File: config.mk
export PLATFORM = sky130hd
export DESIGN_NAME = hazard_ctrl
export DESIGN_NICKNAME = d
export VERILOG_FILES = /design/src/rtl/hazard_ctrl.sv
export SDC_FILE = /design/constraint.sdc
export NUM_CORES = 1
export LEC_CHECK = 0
export ABC_AREA = 0
export CAP_MARGIN = 20
export CORE_MARGIN = 2
export CORE_UTILIZATION = 46
export CTS_BUF_LIST = sky130_fd_sc_hd__clkbuf_4 sky130_fd_sc_hd__clkbuf_8
export DETAILED_ROUTE_END_ITERATION = 12
export GPL_ROUTABILITY_DRIVEN = 0
export PLACE_DENSITY = 0.91
export RECOVER_POWER = 50
export REMOVE_ABC_BUFFERS = 1
export SLEW_MARGIN = 20
export SYNTH_ARGS = -nofsm -noshare
export SYNTH_HDL_FRONTEND = slang
export SYNTH_SLANG_ARGS = --single-unit
export TNS_END_PERCENT = 100
File: constraint.sdc
create_clock -name clk_i -period 3.7 [get_ports clk_i]
set_input_delay 1.11 -clock clk_i [delete_from_list [all_inputs] [get_ports clk_i]]
set_output_delay 1.11 -clock clk_i [all_outputs]
set_load 0.02 [all_outputs]
File: src/rtl/hazard_ctrl.sv
// Pipeline hazard controller for the 5-stage RV32I core: memory-wait stalls,
// EX-resolved redirects, load-use bubbles, timeout halt and perf counters.
module hazard_ctrl #(
  parameter int TIMEOUT = 255,
  parameter int TMO_W   = 8,
  parameter int CNT_W   = 32
) (
  input  logic             clk_i,
  input  logic             rst_i,
  input  logic [31:0]      inst_ID_i,
  input  logic [31:0]      inst_EX_i,
  input  logic             br_taken_EX_i,
  input  logic             dmem_req_MEM_i,
  input  logic             dmem_ack_i,
  output logic             pc_en_o,
  output logic             ifid_en_o,
  output logic             ifid_flush_o,
  output logic             idex_en_o,
  output logic             idex_flush_o,
  output logic             exmem_en_o,
  output logic             memwb_flush_o,
  output logic             halted_o,
  output logic [CNT_W-1:0] stall_cnt_o,
  output logic [CNT_W-1:0] flush_cnt_o
);

  // state    | meaning
  // RUN      | normal flow
  // WAIT_MEM | data memory access outstanding
  // HALT     | data memory timed out, held until reset
  typedef enum logic [1:0] {RUN, WAIT_MEM, HALT} state_t;

  localparam logic [6:0] OP_LOAD   = 7'b0000011;
  localparam logic [6:0] OP_STORE  = 7'b0100011;
  localparam logic [6:0] OP_IMM    = 7'b0010011;
  localparam logic [6:0] OP_REG    = 7'b0110011;
  localparam logic [6:0] OP_BRANCH = 7'b1100011;
  localparam logic [6:0] OP_JALR   = 7'b1100111;

  state_t           state;
  logic [TMO_W-1:0] wait_cnt;

  logic [6:0] op_id, op_ex;
  logic [4:0] rd_ex, rs1_id, rs2_id;
  logic       use_rs1, use_rs2, load_use, mem_wait, redirect, halt;
  logic       unused_bits;

  assign op_id  = inst_ID_i[6:0];
  assign op_ex  = inst_EX_i[6:0];
  assign rd_ex  = inst_EX_i[11:7];
  assign rs1_id = inst_ID_i[19:15];
  assign rs2_id = inst_ID_i[24:20];
  assign unused_bits = ^{inst_ID_i[31:25], inst_ID_i[14:7], inst_EX_i[31:12]};

  assign use_rs1 = (op_id == OP_REG) || (op_id == OP_IMM) || (op_id == OP_LOAD) ||
                   (op_id == OP_STORE) || (op_id == OP_BRANCH) || (op_id == OP_JALR);
  assign use_rs2 = (op_id == OP_REG) || (op_id == OP_STORE) || (op_id == OP_BRANCH);

  assign load_use = (op_ex == OP_LOAD) && (rd_ex != 5'd0) &&
                    ((use_rs1 && (rd_ex == rs1_id)) || (use_rs2 && (rd_ex == rs2_id)));

  assign halt     = (state == HALT);
  assign mem_wait = dmem_req_MEM_i & ~dmem_ack_i;
  assign redirect = ~halt & ~mem_wait & br_taken_EX_i;
  assign halted_o = halt;

  always_comb begin
    pc_en_o       = 1'b1;
    ifid_en_o     = 1'b1;
    ifid_flush_o  = 1'b0;
    idex_en_o     = 1'b1;
    idex_flush_o  = 1'b0;
    exmem_en_o    = 1'b1;
    memwb_flush_o = 1'b0;
    if (halt) begin
      pc_en_o    = 1'b0;
      ifid_en_o  = 1'b0;
      idex_en_o  = 1'b0;
      exmem_en_o = 1'b0;
    end else if (mem_wait) begin
      // WB retires the MEM-stage result once, then receives bubbles
      pc_en_o       = 1'b0;
      ifid_en_o     = 1'b0;
      idex_en_o     = 1'b0;
      exmem_en_o    = 1'b0;
      memwb_flush_o = 1'b1;
    end else if (br_taken_EX_i) begin
      ifid_flush_o = 1'b1;
      idex_flush_o = 1'b1;
    end else if (load_use) begin
      pc_en_o      = 1'b0;
      ifid_en_o    = 1'b0;
      idex_flush_o = 1'b1;
    end
  end

  always_ff @(posedge clk_i or posedge rst_i) begin
    if (rst_i) begin
      state       <= RUN;
      wait_cnt    <= '0;
      stall_cnt_o <= '0;
      flush_cnt_o <= '0;
    end else begin
      case (state)
        RUN: begin
          if (mem_wait) begin
            state    <= WAIT_MEM;
            wait_cnt <= TMO_W'(1);
          end
        end
        WAIT_MEM: begin
          if (!mem_wait) begin
            state    <= RUN;
            wait_cnt <= '0;
          end else if (wait_cnt == TMO_W'(TIMEOUT)) begin
            state <= HALT;
          end else begin
            wait_cnt <= wait_cnt + TMO_W'(1);
          end
        end
        HALT:    state <= HALT;
        default: state <= RUN;
      endcase

      if (!pc_en_o && (stall_cnt_o != {CNT_W{1'b1}}))
        stall_cnt_o <= stall_cnt_o + CNT_W'(1);
      if (redirect && (flush_cnt_o != {CNT_W{1'b1}}))
        flush_cnt_o <= flush_cnt_o + CNT_W'(1);
    end
  end

endmodule

== Word level (Yosys, flattened, before mapping) ==
Index checks and enable logic that the tools add are counted.
Storage, ports and cells
  register bits after elaboration: 74
  bits of input ports: 69
  output and inout port bits: 72
  logic and storage cells: 73
Cells by class
  add/subtract/negate cells: 3
  eq/ne operators: 17
  muxes and demuxes: 23
  bitwise gates (word level): 6
  reductions and logical operators: 20
Operators with widths (number)
  32-bit by 1-bit adder with 32-bit output (second input constant): 2
  32-bit != test (second input constant): 2
  8-bit 2-to-1 mux: 3
  8-bit case mux with 2 select lines: 1
  1-bit 2-to-1 mux: 15
  7-bit by 2-bit equality test with 1-bit output (second input constant): 2
  7-bit by 6-bit equality test with 1-bit output (second input constant): 2
  7-bit equality test (second input constant): 2
  5-bit equality test: 2
  8-bit by 1-bit adder with 8-bit output (second input constant): 1
  8-bit equality test (second input constant): 1
  1-bit logical OR: 8
  7-bit by 5-bit equality test with 1-bit output (second input constant): 1
  1-bit logical AND: 6
  2-bit 2-to-1 mux: 3
  3-bit != test (second input constant): 2
  2-bit case mux with 3 select lines: 1
  5-bit nonzero test: 1
  1-bit AND: 3
  1-bit NOT: 3
  3-bit AND reduction: 1
  2-bit by 1-bit equality test with 1-bit output (second input constant): 1
  2-bit equality test (second input constant): 1
  2-bit logical NOT: 1
  other kinds (4): 4

== Longest topological paths before layout ==
Gate-level depths: netlist of the first run.
  depth after elaboration: 15
  mapped depth: 9
  depth with buffers taken out: 7

== Worst setup path before layout of the first run ==
Ideal clock, no wire load.
  path type: input port to output port
  start: input port dmem_req_MEM_i
  end: output port pc_en_o
  arrival: 2.401 ns
  required time: 2.590 ns
  path slack: 0.189 ns
  stages on the path: 6
  buffers on the path: 2
  cells stage by stage: nor2b_1 > nor2_1 > o21ai_2 > inv_2 > buf_2 > buf_4
Between the ends
  cells in the longest elaborated chain, start to end: 3
RTL lines
  from (decl): RTL line 13  | input logic dmem_req_MEM_i,
  1-bit AND: RTL line 63  | assign mem_wait = dmem_req_MEM_i & ~dmem_ack_i;
  1-bit 2-to-1 mux (2 in a row)
  to (decl): RTL line 15  | output logic pc_en_o,
No other way between the ends.

== Worst setup path in the final report of the first run ==
  start: input port inst_ID_i[6]
  end: output port ifid_en_o
Between the ends
  cells in the longest elaborated chain, start to end: 13
  elaborated cells between the ends (all ways): 21
  classes of those cells: eq/ne: 6; mux: 4; reduce/logical: 11
RTL lines
  from (decl): RTL line 10  | input logic [31:0] inst_ID_i,
  7-bit by 6-bit equality test with 1-bit output or 7-bit by 5-bit equality test with 1-bit output (tied branches): RTL line 55, 57
  1-bit logical OR (3 in a row): RTL line 55  | assign use_rs1 = (op_id == OP_REG) || (op_id == OP_IMM) || (op_id == OP_LOAD) ||
  1-bit logical OR (2 in a row): RTL line 56  | (op_id == OP_STORE) || (op_id == OP_BRANCH) || (op_id == OP_JALR);
  1-bit logical AND: RTL line 60  | ((use_rs1 && (rd_ex == rs1_id)) || (use_rs2 && (rd_ex == rs2_id)));
  1-bit logical OR (*): RTL line 60
  1-bit logical AND (*): RTL line 59  | assign load_use = (op_ex == OP_LOAD) && (rd_ex != 5'd0) &&
  1-bit 2-to-1 mux (*): RTL line 90  | end else if (load_use) begin
  1-bit 2-to-1 mux (*): RTL line 87  | end else if (br_taken_EX_i) begin
  1-bit 2-to-1 mux (*): RTL line 80  | end else if (mem_wait) begin
  1-bit 2-to-1 mux (*): RTL line 75  | if (halt) begin
  to (decl): RTL line 16  | output logic ifid_en_o,
Mark *: on every way between the ends. The rest lies on a longest branch, timed or not.

==> results of run 1 <==
-- worst register-to-register path, cell delays in order, from the launching register on --
cell	delay, ns
dfrtp_1	0.46
nand4_1	0.13
or3_1	0.44
or4b_1	0.75
and2_0	0.34
mux2_1	0.34
-- how the worst max path moves through the flow --
stage	startpoint	slack [ns]	endpoint
after global placement	inst_EX_i[9]	-0.64	idex_flush_o
after CTS	inst_EX_i[5]	0.005	ifid_en_o
after global routing	inst_ID_i[16]	-0.06	idex_flush_o
after floorplan	dmem_req_MEM_i	0.04	ifid_en_o
after detailed placement	inst_EX_i[9]	-0.69	idex_flush_o
final	inst_ID_i[6]	0.01	ifid_en_o
-- placed cells by master, fill, tap and decap left out, types with 4 or more instances in the layout --
cell type         n
clkdlybuf4s15_1   5
nor2_1           26
nand2_1          28
nand2b_1          7
xnor2_1          37
xor2_1           33
buf_4            13
nand3_1          28
dfrtp_1          74
dlygate4sd2_1     7
o21ai_0          11
nor4_1            7
or3_1             4
clkbuf_8          9
clkbuf_1          6
inv_1            11
a21oi_1           4
dlygate4sd3_1    13
clkdlybuf4s50_1  71
dlymetal6s2s_1    4
nor3_1           12
and4_1            7
and3_1            8
nand4_1          24
-- power by group --
group / internal, mW / switching, mW / total [mW] / leakage (nW)
clock: 0.320 / 0.311 / 0.631 / 0.0959
combinational: 0.235 / 0.243 / 0.478 / 1.26
sequential: 0.880 / 0.0912 / 0.971 / 0.976
-- sequential cells by signal, summed over array words and instances (netlist names) --
name	flops
wait_cnt	8
flush_cnt_o	32
state	2
stall_cnt_o	32
-- logic make-up (layout without fill, tap and decap cells) --
group	after synthesis	count (layout)	synth area share
compound gates	34	34	0.0577
xor+xnor	70	70	0.158
fa+ha+maj	3	3	0.00967
buf+inv	23	153	0.0277
flops	74	74	0.477
mux	4	4	0.0126
simple gates	178	178	0.257
-- repair_timing --
| action | CTS | global route |
|---|---|---|
| pin swaps | 8 | 12 |
| setup endpoints to repair | 6 | 4 |
| gates resized for setup | 37 | 17 |
-- final cells by class --
cell class / instances / area (um2)
clock inverter: 6 / 67.6
fill: 628 / 2860
timing repair buffer: 125 / 1170
inverter: 12 / 45.0
sequential: 74 / 1850
tap: 105 / 131
multi-input combinational: 289 / 1960
clock buffer: 10 / 131
-- per-layer routing --
| metal | wire, um | part of all wire | track usage |
|---|---|---|---|
| met1 | 3920 | 0.41 | 0.267 |
| met2 | 4800 | 0.50 | 0.354 |
| met3 | 731 | 0.076 | 0.0626 |
| met4 | 116 | 0.012 | 0.0786 |
| met5 | 0 | 0 | 0 |
-- cell usage after synthesis (all sizes together) (2+ instances only) --
cell type,instances,area share
a21o,2,0.0039
a21oi,5,0.0064
a22oi,4,0.0077
and2,4,0.0071
and3,8,0.013
and4,7,0.016
buf,8,0.013
clkbuf,3,0.0029
dfrtp,74,0.48
ha,3,0.0097
inv,12,0.012
mux2,4,0.013
nand2,28,0.027
nand2b,7,0.011
nand3,28,0.036
nand4,24,0.039
nand4b,2,0.0045
nor2,28,0.028
nor2b,2,0.0032
nor3,13,0.018
nor4,10,0.018
nor4b,3,0.0068
o21a,2,0.0039
o21ai,12,0.016
o41ai,2,0.0045
or2,2,0.0032
or3,4,0.0077
or4,3,0.0058
or4b,2,0.0061
xnor2,37,0.083
xor2,33,0.074
-- stage by stage --
stage	area [um2]	setup slack, ns
floorplan	3820	0.0393
global placement	5160	-0.642
detailed placement	5160	-0.694
CTS	5380	0.00501
global route	5360	-0.0593
finish	5360	0.0122
==> metrics.md, run 1 <==
| Metric | Value |
|---|---|
| Status | `finished clean` |
| Die X | `95.9 um` |
| Yosys warnings | `0` |
| Overflow after GRT | `0` |
| Final Max Tran Viols | `0` |
| Root Buffer | `clkbuf_8` |
| Power Density | `388 mW/mm2` |
| Crit path arrival time | `~2.6 ns` |
| Clk sink count | `74` |
| Path type of the worst min-delay path | `flop to flop` |
| Initial antenna violation count | `0` |
| # nets final | `583` |
| Critical path required time | `2.59 ns` |
| Power Total | `2.08 mW` |
| Wire per inst | `15.4 um` |
| WHS | `0.478 ns` |
| First-pass GRT wire length | `roughly 15000 um` |
| DR pass1 iterations | `4` |
| RSZ-0062 raised after global routing | `yes` |
| Fmax | `271 MHz` |
| Initial core utilization | `0.472` |
| Crit-path max FO | `3` |
| Mapped cell area | `0.00388 mm2` |
| Post-DP HPWL | `~7000 um` |
| Num ports | `141` |
| Proportion of layout cells with a drive suffix above 1 | `0.101` |
| Pleak | `2.33 nW` |
| Synthesized flop and latch total | `74` |
| Max_slew headroom | `0.198` |
| Final non-filler cell total | `621` |
| Worst ir drop on vdd | `284 uV` |
| CTS Buf Count | `9` |
| Worst r2r dst | `flush_cnt_o[1]$_DFFE_PP0P_` |
| Fin crit share | `0.997` |
| Die height | `95.9 um` |
| # DRC | `0` |
| Core area | `0.00822 mm2` |
| Clock latency on the worst-skew pair | `0.35 ns` |
| Hold path cells | `1` |
| Hold endpoint | `stall_cnt_o[22]$_DFFE_PP0P_` |
| Final setup fails | `0` |
| CP max stage cell | `clkdlybuf4s50_1` |
| Skew final | `roughly 0.013 ns` |
| Startpoint types | `primary input` |
| R2R Path Start | `flush_cnt_o[5]$_DFFE_PP0P_` |
| Final hold violations | `0` |
| Unique masters post-synth | `52` |
| Sequential share of the synthesized area | `0.477` |
| Clk buf depth | `2` |
| Initial DRC Count | `147` |
| Worst Tran Pin Value | `approximately 1.2 ns` |
| Reg2Reg Setup Slack | `1.12 ns` |
| DIE AREA | `0.00919 mm2` |
| Post-synth EDFFs | `0` |
| Max-cap violation count | `0` |
| Largest net degree at the start of global routing | `33` |
| Depth of the most critical reg-to-reg path | `5` |
| CP Buf/Inv Count | `3` |
| CP Capture Type | `output pin` |
| Post-DRT Antenna Nets | `0` |
| Post-CTS Setup Repair Bufs | `0` |
| CTS tree | `done` |
| Final Core Density | `0.652` |
| Vias in the first global route | `between 3000 and 4000` |
| WS Path Type | `primary input to output pin` |
| Mean Syn Cell Area | `about 10 um2` |
| Post-synth ARST share | `1.00` |
| H-tree lvl count | `3` |
| Vias | `between 3000 and 4000` |
| Predominant post-synthesis flop cell | `dfrtp_1` |
| HP Start | `stall_cnt_o[22]$_DFFE_PP0P_` |
| Layout area overhead | `38.0%` |
| Worst path depth | `7` |
| Tmin final | `between 3 and 4 ns` |
| # rows | `33` |
| Cell family with most CP delay | `buffers and inverters` |
| Crit-path cells | `clkdlybuf4s50_1 > nand2b_1 > nand4b_1 > nand4bb_4 > o21ai_4 > inv_2 > buf_6` |
| Crit-path max cell delay | `0.49 ns` |
| # placed instances | `605` |
| CTS Hold Bufs | `0` |
| N_diodes | `0` |
| Port bufs | `105` |
| Total Routing Usage GR | `0.214` |
| Post-Syn Instances | `386` |
| Vias/cell | `5.52` |
| Setup_tns | `0 ns` |
| Reg clk slew, reported paths | `0.08 ns` |
| Routed wire length | `9570 um` |
Note: power is estimated with default switching activity, not from simulation.
==> run 2: changes to the inputs <==
- SKIP_LAST_GASP: default -> 1
- SLEW_MARGIN: 20 -> default
==> metrics.md, run 2 (synthesized netlist as in run 1, its figures left out) <==
| Metric | Value |
|---|---|
| Clock power frac | `0.303 (about the same)` |
| Fmax | `271 MHz (unchanged)` |
| Area occupied by multi-input gates | `0.00196 mm2 (unchanged)` |
| Initial antenna violation count | `0 (unchanged)` |
| Root Buffer | `clkbuf_8` |
| Routed wire length | `9600 um (+0.32%)` |
| Die height | `95.9 um (unchanged)` |
| # rows | `33 (unchanged)` |
| Final Core Density | `0.653 (+0.000762)` |
| Layout area overhead | `38.2%` |
| Power share of the sequential group | `0.467 (about the same)` |
| Final hold violations | `0 (unchanged)` |
| Critical path required time | `2.59 ns (about the same)` |
| Cell family with most CP delay | `buffers and inverters` |
| Num ports | `141 (unchanged)` |
| Setup_tns | `0 ns (unchanged)` |
| DR pass1 iterations | `4 (unchanged)` |
| Core area | `0.00822 mm2 (unchanged)` |
| WS Path Type | `primary input to output pin` |
| Finished layout cell area | `0.00536 mm2 (+0.12%)` |
| Commonest non-fill, non-tap cell in the layout | `dfrtp_1` |
| CTS Hold Bufs | `0 (unchanged)` |
| Wire per inst | `15.5 um (+0.32%)` |
| Pleak | `2.34 nW (+0.41%)` |
| H-tree lvl count | `3 (unchanged)` |
| Fin crit share | `0.997 (unchanged)` |
| # nets final | `583 (unchanged)` |
| Post-place instance area | `0.00516 mm2 (unchanged)` |
| Clock latency on the worst-skew pair | `0.35 ns (about the same)` |
| Tmin final | `3.69 ns (unchanged)` |
| Post-DP HPWL | `6990 um (unchanged)` |
| Top Registers | `flush_cnt_o (32), stall_cnt_o (32), wait_cnt (8)` |
| Worst ir drop on vdd | `283 uV (-0.20%)` |
| Worst r2r dst | `flush_cnt_o[1]$_DFFE_PP0P_` |
| Clk buf depth | `2 (unchanged)` |
| Status | `finished clean` |
| Final setup fails | `0 (unchanged)` |
| RSZ-0062 raised after global routing | `yes` |
| Startpoint types | `primary input` |
| Clk sink count | `74 (unchanged)` |
| Crit-path max FO | `3 (unchanged)` |
| Hold path cells | `1 (unchanged)` |
| CP Buf/Inv Count | `3 (unchanged)` |
| # fillers | `627 (-0.16%)` |
| First-pass GRT wire length | `15300 um (unchanged)` |
| Crit-path max cell delay | `0.49 ns (about the same)` |
| CP max stage cell | `clkdlybuf4s50_1` |
| Net Sw Frac | `0.310 (about the same)` |
| Largest net degree at the start of global routing | `33 (unchanged)` |
| R2R Path Start | `flush_cnt_o[5]$_DFFE_PP0P_` |
| Port bufs | `105 (unchanged)` |
| Initial core utilization | `0.472 (unchanged)` |
| Max-cap violation count | `0 (unchanged)` |
| Reg2Reg Setup Slack | `1.12 ns (about the same)` |
| HP Start | `stall_cnt_o[22]$_DFFE_PP0P_` |
| Total Routing Usage GR | `0.214 (unchanged)` |
| Final Max Tran Viols | `0 (unchanged)` |
| Worst Tran Pin Value | `1.20 ns (-0.00488 ns)` |
| Internal Power | `1.44 mW (about the same)` |
| Path type of the worst min-delay path | `flop to flop` |
| CTS tree | `done` |
| Vias | `3430 (+0.088%)` |
| Skew final | `0.0136 ns (+0.0000760 ns)` |
| Hold endpoint | `stall_cnt_o[22]$_DFFE_PP0P_` |
| Psw | `0.646 mW (+0.11%)` |
| DIE AREA | `0.00919 mm2 (unchanged)` |
| Max_slew headroom | `0.201 (+0.00326)` |
| Die X | `95.9 um (unchanged)` |
| CTS Buf Count | `9 (unchanged)` |
| Most frequent cells in the layout | `dfrtp_1 (74), clkdlybuf4s50_1 (71), xnor2_1 (37), xor2_1 (33)` |
| Combinational share of power | `0.230 (about the same)` |
| Initial DRC Count | `147 (unchanged)` |
| Crit path arrival time | `2.58 ns (about the same)` |
| CP Capture Type | `output pin` |
| Post-DRT Antenna Nets | `0 (unchanged)` |
| Crit-path cells | `clkdlybuf4s50_1 > nand2b_1 > nand4b_1 > nand4bb_4 > o21ai_4 > inv_2 > buf_6` |
| Proportion of layout cells with a drive suffix above 1 | `0.0988 (-0.00194)` |
| Reg clk slew, reported paths | `0.08 ns (about the same)` |
| Overflow after GRT | `0 (unchanged)` |
| Power Density | `388 mW/mm2 (about the same)` |
| N_diodes | `0 (unchanged)` |
| # DRC | `0 (unchanged)` |
| Vias/cell | `5.52 (about the same)` |
| Vias in the first global route | `3325 (unchanged)` |
| Storage element area | `0.00185 mm2 (unchanged)` |
| Depth of the most critical reg-to-reg path | `5 (unchanged)` |
-- run 2: changes by cell type in the layout (fill, tap and decap cells not counted), sizes merged --
cell | previous run | this run
clkdlybuf4s15 | 5 | 4
clkbuf | 19 | 18
dlymetal6s2s | 4 | 5
dlygate4sd2 | 7 | 8
-- run 2: layout make-up --
class | instances | area share
Clock buffer | 10 | 0.0245
Clock inverter | 6 | 0.0126
Inverter | 12 | 0.00840
Multi-Input combinational cell | 289 | 0.365
Sequential cell | 74 | 0.345
Tap cell | 105 | 0.0245
Timing Repair Buffer | 125 | 0.220
-- run 2: worst max path at each step --
stage / slack (ns) / start / depth (start not counted) / endpoint
detailed placement: -0.69 / inst_EX_i[9] / 7 / idex_flush_o
finish: 0.01 / inst_ID_i[6] / 7 / ifid_en_o
global placement: -0.64 / inst_EX_i[9] / 7 / idex_flush_o
CTS: -0.008 / inst_ID_i[22] / 7 / idex_flush_o
global route: -0.06 / inst_ID_i[16] / 7 / idex_flush_o
floorplan: 0.04 / dmem_req_MEM_i / 4 / ifid_en_o
-- run 2: repair_timing --
item | in CTS | in global routing
buffers inserted | 0 | 0
gates cloned | 0 | 0
gates resized for setup | 35 | 16
setup endpoints to repair | 6 | 4
pin swaps | 8 | 12
-- run 2: power groups by stage --
stage          registers [mW]  logic (mW)  clock network (mW)
2_1_floorplan            1.05       0.164                   0
3_3_place_gp            0.978       0.481                   0
3_5_place_dp            0.983       0.496                   0
4_1_cts                 0.970       0.497               0.639
5_1_grt                 0.983       0.521               0.677
6_report                0.971       0.479               0.631
-- run 2: worst register-to-register path, cell delays in order (launching register included) --
cell and delay, ns:
dfrtp_1 0.46, nand4_1 0.13, or3_1 0.44, or4b_1 0.75, and2_0 0.34, mux2_1 0.34
-- run 2: metal layers --
| layer | track usage | part of all wire | vias up |
|---|---|---|---|
| met5 | 0 | 0 | - |
| li1 | - | - | 1627 |
| met1 | 0.267 | 0.41 | 1646 |
| met4 | 0.0786 | 0.012 | 0 |
| met2 | 0.354 | 0.50 | 145 |
| met3 | 0.0626 | 0.078 | 12 |
-- run 2: metrics by stage --
step	setup WS, ns	hold WS [ns]	total power, mW	std cells
3_5_place_dp	-0.694	0.472	1.48	605
4_1_cts	-0.00802	0.486	2.11	621
2_1_floorplan	0.0393	0.485	1.22	375
6_report	0.0122	0.478	2.08	621
5_1_grt	-0.0593	0.512	2.18	621
3_3_place_gp	-0.642	0.473	1.46	605
